$ cat config.mk
export PLATFORM = sky130hd
export DESIGN_NAME = clause_terminal_unit_flat
export DESIGN_NICKNAME = d
export VERILOG_FILES = /design/src/rtl/clause_terminal_unit_if.sv /design/src/rtl/clause_terminal_unit.sv /design/src/flat_wrapper.sv
export SDC_FILE = /design/constraint.sdc
export NUM_CORES = 1
export LEC_CHECK = 0
export ABC_AREA = 1
export ABC_CLOCK_PERIOD_IN_PS = 2700
export CAP_MARGIN = 25
export CELL_PAD_IN_SITES_DETAIL_PLACEMENT = 1
export CELL_PAD_IN_SITES_GLOBAL_PLACEMENT = 1
export CORE_MARGIN = 4
export CORE_UTILIZATION = 32
export CTS_CLUSTER_SIZE = 20
export DETAILED_ROUTE_END_ITERATION = 16
export PLACE_DENSITY = 0.78
export SYNTH_ARGS = -nofsm -noshare
export SYNTH_HDL_FRONTEND = slang
export SYNTH_SLANG_ARGS = --single-unit
$ cat constraint.sdc
create_clock -name clk -period 2.7 [get_ports clk]
set_input_delay 0.54 -clock clk [delete_from_list [all_inputs] [get_ports clk]]
set_output_delay 0.54 -clock clk [all_outputs]
set_load 0.05 [all_outputs]
$ cat src/rtl/clause_terminal_unit_if.sv
// Bus bundle for clause_terminal_unit: clause capture inputs and registered result outputs.
// master drives requests (array controller or bench), slave is the evaluator.
interface clause_terminal_unit_if #(
  parameter int NUM_LIT     = 8,
  parameter int WIDTH_LVL   = 16,
  parameter int WIDTH_C_LEN = 4
);
  localparam int IDX_W = (NUM_LIT > 1) ? $clog2(NUM_LIT) : 1;

  logic                         start_i;
  logic [WIDTH_C_LEN-1:0]       clause_len_i;
  logic [NUM_LIT-1:0]           lit_sat_i;
  logic [NUM_LIT-1:0]           lit_false_i;
  logic [NUM_LIT*WIDTH_LVL-1:0] lit_lvl_i;
  logic                         clr_conflict_i;
  logic [31:0]                  debug_cid_i;
  logic                         busy_o;
  logic                         done_o;
  logic                         csat_o;
  logic                         imp_o;
  logic [IDX_W-1:0]             imp_idx_o;
  logic                         conflict_o;
  logic [WIDTH_LVL-1:0]         cmax_lvl_o;

  modport master (
    output start_i, clause_len_i, lit_sat_i, lit_false_i, lit_lvl_i,
           clr_conflict_i, debug_cid_i,
    input  busy_o, done_o, csat_o, imp_o, imp_idx_o, conflict_o, cmax_lvl_o
  );

  modport slave (
    input  start_i, clause_len_i, lit_sat_i, lit_false_i, lit_lvl_i,
           clr_conflict_i, debug_cid_i,
    output busy_o, done_o, csat_o, imp_o, imp_idx_o, conflict_o, cmax_lvl_o
  );
endinterface

$ cat src/rtl/clause_terminal_unit.sv
// Sequential per-clause terminal evaluator: captures a clause, scans one literal per cycle.
// Optional CT_EARLY_EXIT_EN: finish the scan on the first satisfied literal.
module clause_terminal_unit #(
  parameter int NUM_LIT     = 8,
  parameter int WIDTH_LVL   = 16,
  parameter int WIDTH_C_LEN = 4
) (
  input  logic                 clk,
  input  logic                 rst,
  clause_terminal_unit_if.slave bus
);
  localparam int IDX_W = (NUM_LIT > 1) ? $clog2(NUM_LIT) : 1;
  localparam logic [WIDTH_C_LEN-1:0] LEN_MAX = WIDTH_C_LEN'(NUM_LIT);
  localparam logic [WIDTH_C_LEN-1:0] LEN_ONE = WIDTH_C_LEN'(1);

  typedef enum logic [1:0] {S_IDLE, S_SCAN, S_DONE} state_t;

  state_t                                r_state, w_state_next;
  logic [WIDTH_C_LEN-1:0]                r_len, w_len_next;
  logic [WIDTH_C_LEN-1:0]                r_idx, w_idx_next;
  logic [NUM_LIT-1:0]                    r_sat_v, w_sat_v_next;
  logic [NUM_LIT-1:0]                    r_false_v, w_false_v_next;
  logic [NUM_LIT-1:0][WIDTH_LVL-1:0]     r_lvl, w_lvl_next, w_lvl_in;
  logic                                  r_sat, w_sat_next;
  logic [1:0]                            r_freecnt, w_freecnt_next;
  logic [WIDTH_LVL-1:0]                  r_maxlvl, w_maxlvl_next;
  logic [IDX_W-1:0]                      r_free_idx, w_free_idx_next;
  logic                                  r_busy, w_busy_next;
  logic                                  r_done, w_done_next;
  logic                                  r_csat, w_csat_next;
  logic                                  r_imp, w_imp_next;
  logic [IDX_W-1:0]                      r_imp_idx, w_imp_idx_next;
  logic                                  r_conflict, w_conflict_next, w_conf_set;
  logic [WIDTH_LVL-1:0]                  r_cmax, w_cmax_next;

  logic [WIDTH_C_LEN-1:0] w_len_clamp;
  logic [IDX_W-1:0]       w_slot;
  logic                   w_cur_sat, w_cur_false, w_cur_free;
  logic [WIDTH_LVL-1:0]   w_cur_lvl;
  logic                   w_sat_acc;
  logic [WIDTH_LVL-1:0]   w_max_acc;
  logic [1:0]             w_free_acc;
  logic [IDX_W-1:0]       w_fidx_acc;
  logic                   w_last, w_exit;

  genvar gi;
  generate
    for (gi = 0; gi < NUM_LIT; gi++) begin : g_lvl_unpack
      assign w_lvl_in[gi] = bus.lit_lvl_i[gi*WIDTH_LVL +: WIDTH_LVL];
    end
  endgenerate

  assign w_len_clamp = (bus.clause_len_i > LEN_MAX) ? LEN_MAX : bus.clause_len_i;

  // Per-slot classification; a literal flagged both sat and false counts as sat.
  assign w_slot      = r_idx[IDX_W-1:0];
  assign w_cur_sat   = r_sat_v[w_slot];
  assign w_cur_false = r_false_v[w_slot] & ~w_cur_sat;
  assign w_cur_free  = ~r_sat_v[w_slot] & ~r_false_v[w_slot];
  assign w_cur_lvl   = r_lvl[w_slot];

  assign w_sat_acc  = r_sat | w_cur_sat;
  assign w_max_acc  = (w_cur_false && (w_cur_lvl > r_maxlvl)) ? w_cur_lvl : r_maxlvl;
  assign w_free_acc = w_cur_free ? ((r_freecnt == 2'd2) ? 2'd2 : r_freecnt + 2'd1) : r_freecnt;
  assign w_fidx_acc = (w_cur_free && (r_freecnt == 2'd0)) ? w_slot : r_free_idx;
  assign w_last     = (r_idx == r_len - LEN_ONE);

`ifdef CT_EARLY_EXIT_EN
  assign w_exit = w_last | w_cur_sat;
`else
  assign w_exit = w_last;
`endif

  always_comb begin
    w_state_next    = r_state;
    w_len_next      = r_len;
    w_idx_next      = r_idx;
    w_sat_v_next    = r_sat_v;
    w_false_v_next  = r_false_v;
    w_lvl_next      = r_lvl;
    w_sat_next      = r_sat;
    w_freecnt_next  = r_freecnt;
    w_maxlvl_next   = r_maxlvl;
    w_free_idx_next = r_free_idx;
    w_done_next     = 1'b0;
    w_csat_next     = r_csat;
    w_imp_next      = r_imp;
    w_imp_idx_next  = r_imp_idx;
    w_cmax_next     = r_cmax;
    w_conf_set      = 1'b0;

    case (r_state)
      S_IDLE: begin
        if (bus.start_i) begin
          w_len_next      = w_len_clamp;
          w_sat_v_next    = bus.lit_sat_i;
          w_false_v_next  = bus.lit_false_i;
          w_lvl_next      = w_lvl_in;
          w_sat_next      = 1'b0;
          w_freecnt_next  = 2'd0;
          w_maxlvl_next   = '0;
          w_idx_next      = '0;
          w_free_idx_next = '0;
          if (w_len_clamp == '0) begin
            // Empty clause: results are all zero and never raise a conflict.
            w_state_next   = S_DONE;
            w_done_next    = 1'b1;
            w_csat_next    = 1'b0;
            w_imp_next     = 1'b0;
            w_imp_idx_next = '0;
            w_cmax_next    = '0;
          end else begin
            w_state_next = S_SCAN;
          end
        end
      end
      S_SCAN: begin
        w_sat_next      = w_sat_acc;
        w_freecnt_next  = w_free_acc;
        w_maxlvl_next   = w_max_acc;
        w_free_idx_next = w_fidx_acc;
        w_idx_next      = r_idx + LEN_ONE;
        if (w_exit) begin
          w_state_next   = S_DONE;
          w_done_next    = 1'b1;
          w_csat_next    = w_sat_acc;
          w_imp_next     = !w_sat_acc && (w_free_acc == 2'd1);
          w_imp_idx_next = w_fidx_acc;
          w_cmax_next    = w_sat_acc ? '0 : w_max_acc;
          w_conf_set     = !w_sat_acc && (w_free_acc == 2'd0);
        end
      end
      S_DONE:  w_state_next = S_IDLE;
      default: w_state_next = S_IDLE;
    endcase

    w_busy_next     = (w_state_next != S_IDLE);
    w_conflict_next = w_conf_set | (r_conflict & ~bus.clr_conflict_i);
  end

  always_ff @(posedge clk) begin
    if (!rst) begin
      r_state    <= S_IDLE;
      r_len      <= '0;
      r_idx      <= '0;
      r_sat_v    <= '0;
      r_false_v  <= '0;
      r_lvl      <= '0;
      r_sat      <= 1'b0;
      r_freecnt  <= 2'd0;
      r_maxlvl   <= '0;
      r_free_idx <= '0;
      r_busy     <= 1'b0;
      r_done     <= 1'b0;
      r_csat     <= 1'b0;
      r_imp      <= 1'b0;
      r_imp_idx  <= '0;
      r_conflict <= 1'b0;
      r_cmax     <= '0;
    end else begin
      r_state    <= w_state_next;
      r_len      <= w_len_next;
      r_idx      <= w_idx_next;
      r_sat_v    <= w_sat_v_next;
      r_false_v  <= w_false_v_next;
      r_lvl      <= w_lvl_next;
      r_sat      <= w_sat_next;
      r_freecnt  <= w_freecnt_next;
      r_maxlvl   <= w_maxlvl_next;
      r_free_idx <= w_free_idx_next;
      r_busy     <= w_busy_next;
      r_done     <= w_done_next;
      r_csat     <= w_csat_next;
      r_imp      <= w_imp_next;
      r_imp_idx  <= w_imp_idx_next;
      r_conflict <= w_conflict_next;
      r_cmax     <= w_cmax_next;
    end
  end

  // The clause id only matters for simulation traceability of accepted requests.
  a_cid_known: assert property (@(posedge clk)
    (rst && (r_state == S_IDLE) && bus.start_i) |-> !$isunknown(bus.debug_cid_i));

  assign bus.busy_o     = r_busy;
  assign bus.done_o     = r_done;
  assign bus.csat_o     = r_csat;
  assign bus.imp_o      = r_imp;
  assign bus.imp_idx_o  = r_imp_idx;
  assign bus.conflict_o = r_conflict;
  assign bus.cmax_lvl_o = r_cmax;
endmodule

$ cat src/flat_wrapper.sv
// flat-port wrapper written by rule: the top's interface ports become plain ports
module clause_terminal_unit_flat 
#(
  parameter int NUM_LIT     = 8,
  parameter int WIDTH_LVL   = 16,
  parameter int WIDTH_C_LEN = 4
)
  (clk, rst, bus_start_i, bus_clause_len_i, bus_lit_sat_i, bus_lit_false_i, bus_lit_lvl_i, bus_clr_conflict_i, bus_debug_cid_i, bus_busy_o, bus_done_o, bus_csat_o, bus_imp_o, bus_imp_idx_o, bus_conflict_o, bus_cmax_lvl_o);
  clause_terminal_unit_if #(.NUM_LIT(NUM_LIT), .WIDTH_LVL(WIDTH_LVL), .WIDTH_C_LEN(WIDTH_C_LEN)) bus_i ();
  input  logic clk;
  input  logic rst;
  input wire logic [$bits(bus_i.start_i)-1:0] bus_start_i;
  input wire logic [$bits(bus_i.clause_len_i)-1:0] bus_clause_len_i;
  input wire logic [$bits(bus_i.lit_sat_i)-1:0] bus_lit_sat_i;
  input wire logic [$bits(bus_i.lit_false_i)-1:0] bus_lit_false_i;
  input wire logic [$bits(bus_i.lit_lvl_i)-1:0] bus_lit_lvl_i;
  input wire logic [$bits(bus_i.clr_conflict_i)-1:0] bus_clr_conflict_i;
  input wire logic [$bits(bus_i.debug_cid_i)-1:0] bus_debug_cid_i;
  output wire logic [$bits(bus_i.busy_o)-1:0] bus_busy_o;
  output wire logic [$bits(bus_i.done_o)-1:0] bus_done_o;
  output wire logic [$bits(bus_i.csat_o)-1:0] bus_csat_o;
  output wire logic [$bits(bus_i.imp_o)-1:0] bus_imp_o;
  output wire logic [$bits(bus_i.imp_idx_o)-1:0] bus_imp_idx_o;
  output wire logic [$bits(bus_i.conflict_o)-1:0] bus_conflict_o;
  output wire logic [$bits(bus_i.cmax_lvl_o)-1:0] bus_cmax_lvl_o;
  assign bus_i.start_i = bus_start_i;
  assign bus_i.clause_len_i = bus_clause_len_i;
  assign bus_i.lit_sat_i = bus_lit_sat_i;
  assign bus_i.lit_false_i = bus_lit_false_i;
  assign bus_i.lit_lvl_i = bus_lit_lvl_i;
  assign bus_i.clr_conflict_i = bus_clr_conflict_i;
  assign bus_i.debug_cid_i = bus_debug_cid_i;
  assign bus_busy_o = bus_i.busy_o;
  assign bus_done_o = bus_i.done_o;
  assign bus_csat_o = bus_i.csat_o;
  assign bus_imp_o = bus_i.imp_o;
  assign bus_imp_idx_o = bus_i.imp_idx_o;
  assign bus_conflict_o = bus_i.conflict_o;
  assign bus_cmax_lvl_o = bus_i.cmax_lvl_o;
  clause_terminal_unit #(.NUM_LIT(NUM_LIT), .WIDTH_LVL(WIDTH_LVL), .WIDTH_C_LEN(WIDTH_C_LEN)) u_core (.clk(clk), .rst(rst), .bus(bus_i));
endmodule
# Word level (Yosys, flattened, before mapping)
# Cells that the tools add are included.
# W data, S select, Z words.
[totals]
register_bits = 200
in_bits = 184
output_inout_bits = 24
wordCells = 105
[op_classes]
add_sub_neg = 3
n_lt_le_gt_ge = 3
eq_ne = 7
n_mux = 46
n_bitwise = 8
reduce_logical = 14
[op_table]
columns = ["operator", "count"]
rows = [
  ["$mux W16", 7],
  ["$pmux W16 S2", 2],
  ["$bmux W16 S3", 1],
  ["$gt A16 B16 Y1", 1],
  ["$mux W3", 5],
  ["$mux W1", 12],
  ["$mux W2", 6],
  ["$pmux W3 S2", 2],
  ["$mux W4", 2],
  ["$pmux W1 S2", 4],
  ["$pmux W2 S2", 2],
  ["$pmux W4 S2", 1],
  ["$bmux W1 S3", 2],
  ["$logic_not A2 Y1", 3],
  ["$add A4 B1 Y4 const B", 1],
  ["$eq A2 B1 Y1 const B", 2],
  ["$eq A4 B4 Y1", 1],
  ["$gt A4 B4 Y1 const B", 1],
  ["$logic_and A1 B1 Y1", 4],
  ["$logic_not A4 Y1", 1],
  ["$lt A3 B4 Y1 const B", 1],
  ["$ne A2 B1 Y1 const B", 2],
  ["$reduce_and A2 Y1", 2],
  ["$reduce_and A4 Y1", 1],
  ["other kinds (9)", 15],
]

# Logic depth before layout (Yosys ltp)
[depth]
ltp_word = 10
depth_mapped = 23
ltp_nobuf = 19

# Least setup slack after synthesis
# No wires, ideal clock.
[synth_path]
path_type = "flip-flop to flip-flop"
startpoint = "register u_core.r_idx[1]"
endpoint = "register u_core.r_cmax[5] (netlist: u_core.bus.cmax_lvl_o[5])"
setup_ns = 0.132
arrival_ns = 2.691
required_ns = 2.568
path_slack_ns = -0.123
stages_incl_launch_ff = 19
path_buffers = 4
synth_period_minus_slack_ns = 2.823
cell_sequence = "dfxtp_1 -> buf_2 -> buf_6 -> clkbuf_1 -> nor2_1 -> o21ai_0 -> o211ai_1 -> o21ai_1 -> inv_1 -> ha_1 -> nand2_1 -> nor2_1 -> and2_1 -> nand2_1 -> nand2_1 -> clkbuf_1 -> nand3_1 -> nand4_1 -> a21oi_1"
[synth_between]
elab_chain_cells = 9
[synth_lines]
columns = ["element", "line", "text"]
rows = [
  ["from (decl)", "clause_terminal_unit.sv:20", "logic [WIDTH_C_LEN-1:0] r_idx, w_idx_next;"],
  ["from (signal assigned)", "clause_terminal_unit.sv:163", "r_idx <= w_idx_next;"],
  ["parallel branches: the longest is 9 deep, another holds $gt A16 B16 Y1", "n/a", ""],
  ["to (signal assigned)", "clause_terminal_unit.sv:177", "r_cmax <= w_cmax_next;"],
  ["to (decl)", "clause_terminal_unit.sv:34", "logic [WIDTH_LVL-1:0] r_cmax, w_cmax_next;"],
]
# Several ways; the timed one is not identified. The select of a mux whose other input is x is not followed.
# A chain may end at the register's enable or synchronous reset.

# Final worst setup path
[layout_path]
startpoint = "register u_core.r_idx[0]"
endpoint = "register u_core.r_cmax[12] (netlist: u_core.bus.cmax_lvl_o[12])"
# The elaborated chain is that of the path after synthesis.

==> metrics.md <==
| Metric | Value |
|---|---|
| Status | `finished, violations left` |
| Failing checks | `negative setup slack` |
| Final Non-Filler Cells | `~1900` |
| CP Data Required Time | `between 3 and 4 ns` |
| Pin count of the biggest net entering global routing | `150` |
| Area of the mapped netlist | `approximately 0.0091 sq mm` |
| Die height | `177 microns` |
| Path type of the worst min-delay path | `reg -> reg` |
| Layout cells sized above 1 | `11.7%` |
| HPWL Detailed | `~22000 microns` |
| Largest area contributor in the netlist | `dfxtp_1` |
| Synth Register Bits | `200` |
| DR WL met2 | `15400 microns` |
| Top Metal Used | `met4` |
| Final setup viols | `32` |
| Slew @ Worst Pin | `roughly 0.63 ns` |
| Starting Density | `32.6%` |
| Final period util | `110%` |
| Post-detailed-routing wire length | `31800 microns` |
| GRT Util Overall | `19.5%` |
| Post-DP Area | `0.0115 sq mm` |
| Clk slew on worst S/H paths | `0.08 ns` |
| # DRC | `0` |
| Core area | `0.0279 sq mm` |
| Syn-to-layout area delta | `37.4%` |
| Warnings from Yosys | `0` |
| Met1 wire length | `14700 microns` |
| Fmax | `0.336 GHz` |
| Leak Pwr | `4.99 nW` |
| Critical path class | `reg -> reg` |
| CTS tree | `yes` |
| Max VDD drop | `0.000434 V` |
| Drt via density | `4.95` |
| Die area | `0.0312 sq mm` |
| First-pass GRT wire length | `49000 microns` |
| Met3 wire len | `approximately 950 microns` |
| Final hold vios | `0` |
| Syn Nets | `1516` |
| Fin. max-slew vios | `0` |
| Post-Synthesis Cells | `1312` |
| Placed cells | `1828` |
| Drt initial violations | `470` |
| Commonest cells after routing, fill and taps aside | `nor2_1, o21ai_0, dfxtp_1` |
| Most common cell after layout, fill and taps aside | `nor2_1` |
| Min Clock Period, post-route | `2.98 ns` |
| CTS Buf Count | `17` |
| Final Net Count | `roughly 1700` |
| Cells along the critical path | `buf_12, buf_16, nor2_2, nor2_1, o21ai_0, o21ai_1, o21ai_2, inv_1, ha_4, nand2_1, nor2_1, nand4_1, nand3_2, nor2_4, buf_4, buf_4, nand3_2, nand4_1, a21oi_2` |
| Max Cap Violations | `0` |
| Final WS setup | `-0.279 ns` |
| First-pass iteration count of the detailed router | `4` |
| Synth area leaders | `dfxtp_1, nor2_1, o21ai_0` |
| Post-Syn Area per Cell | `roughly 7 sq um` |
| IO Count | `roughly 210` |
| Hold slack | `0.461 ns` |
| Worst-Skew Late Latency | `0.44 ns` |
| Clock sink total | `200` |
| RSZ-0062 raised after global routing | `yes` |
| Buf/Inv on CP | `5` |
| GPL Wtd Cong | `~0.83` |
| Share of Yosys cell area claimed by the top area cell type | `44.0%` |
| Distinct cells, synth | `34` |
| DR vias | `between 9000 and 10000` |
| CP top delay family | `simple AND/OR/NAND/NOR gates` |
| CP max FO | `18` |
| Die width | `177 microns` |
| Number of I/O port buffers | `175` |
| CTS hold repair buffers | `0` |
| CP max stage delay | `0.39 ns` |
| Bufs on Longest Clock Path | `2` |
| PwrDens | `630 mW/mm^2` |
| Root Driver | `clkbuf_16` |
| Vias in the first global route | `roughly 9400` |
| Antenna Nets Post-Route | `0` |
| Pwr Total | `roughly 7.9 mW` |
| CTS H-tree lvls | `4` |
| Worst setup EP type | `register` |
| Layout Skew | `approximately 0.013 ns` |
| Per-cell routed wire length | `~17 microns` |
| Rows | `61` |
| Diodes inserted | `0` |
| CP Data Arrival Time | `roughly 3.4 ns` |
| Initial antenna violation count | `0` |
| Design Area, Final | `0.0125 sq mm` |
| GRT overflow | `0` |
| Slowest CP cell | `dfxtp_4` |
| Seq/Total Area, Yosys | `44.0%` |
| Worst Setup Start Kind | `register` |
| Max-slew headroom | `57.7%` |
## routing by layer
| layer | up-vias | track usage, % |
|---|---|---|
| met5 | - | 0 |
| met4 | 0 | 6.06 |
| met3 | 30 | 2.61 |
| met2 | 171 | 33.8 |
| met1 | 4439 | 25.4 |
| li1 | 4648 | - |
## final timing paths
kind | from | cells past startpoint | slack, ns | end
worst max-delay path | u_core.r_idx[0] | 19 | -0.28 | u_core.bus.cmax_lvl_o[12]
worst min-delay path | u_core.r_sat_v[3] | 2 | 0.46 | u_core.r_sat_v[3]
worst max register to register | u_core.r_idx[0] | 19 | -0.28 | u_core.bus.cmax_lvl_o[12]
worst min register to register | u_core.r_sat_v[3] | 2 | 0.46 | u_core.r_sat_v[3]
## sequential cells by signal (all words and copies together), names as in the netlist, 3 cells and up
signal,cells
u_core.bus.imp_idx_o,3
u_core.r_idx,4
u_core.r_maxlvl,16
u_core.bus.cmax_lvl_o,16
u_core.r_len,4
u_core.r_false_v,8
u_core.r_free_idx,3
u_core.r_lvl,128
u_core.r_sat_v,8
## Yosys cell counts (all sizes together)
cell type,number
o21ai,249
nand4,19
and2,1
inv,71
ha,20
clkinv,1
a21oi,76
dfxtp,200
o211ai,17
nand3,53
xor2,2
clkbuf,67
a21o,1
nand2,126
nor4,1
nor2,378
o21a,1
buf,26
a221oi,1
a211oi,2
## power by group
| part | internal [mW] | switching (mW) | leakage (nW) |
|---|---|---|---|
| Sequential | 3.17 | 0.122 | 1.65 |
| Clock | 1.25 | 1.32 | 0.290 |
| Combinational | 0.844 | 1.17 | 3.05 |
| Total | 5.27 | 2.61 | 4.99 |
## logic make-up (layout without fill, tap and decap cells)
logic type | Yosys count | in the layout | share of synthesized area (%)
AO/OA/AOI/OAI | 347 | 347 | 19.8
XOR/XNOR | 2 | 2 | 0.275
adder cells (fa/ha/maj) | 20 | 20 | 2.75
buffers and inverters | 165 | 352 | 7.55
flip-flops | 200 | 200 | 44.0
AND/OR/NAND/NOR | 578 | 579 | 25.6
## layout make-up
| type | instances | area [sq um] |
|---|---|---|
| Clock buffer | 17 | 425 |
| Clock inverter | 15 | 174 |
| Fill cell | 3458 | 15400 |
| Inverter | 72 | 278 |
| Multi-Input combinational cell | 948 | 4660 |
| Sequential cell | 200 | 4010 |
| Tap cell | 378 | 473 |
| Timing Repair Buffer | 248 | 2500 |
## worst reg2reg max path, cell delays in order, from the launching register on
cell     delay [ns]
dfxtp_4        0.39
buf_12         0.14
buf_16         0.15
nor2_2         0.11
nor2_1         0.05
o21ai_0        0.07
o21ai_1        0.10
o21ai_2        0.29
inv_1          0.15
ha_4           0.30
nand2_1        0.08
nor2_1         0.11
nand4_1        0.14
nand3_2        0.12
nor2_4         0.05
buf_4          0.14
buf_4          0.16
nand3_2        0.07
nand4_1        0.13
a21oi_2        0.18
## timing repair
item | in CTS | in global routing
gates cloned | 1 | 2
setup buffers | 2 | 13
resized for setup | 14 | 63
pin swaps | 3 | 33
endpoints found under the setup margin | 32 | 32
## stage by stage
step / TNS [ns] / setup WS, ns / utilization (%)
after floorplan: 0 / 0.0730 / -
after global placement: -4.22 / -0.190 / 41.1
after detailed placement: -6.95 / -0.318 / 41.1
after CTS: -4.88 / -0.232 / 43.6
after global routing: -12.56 / -0.457 / 44.8
final: -6.91 / -0.279 / 44.8
No activity file was read; power rests on OpenSTA's default activity.
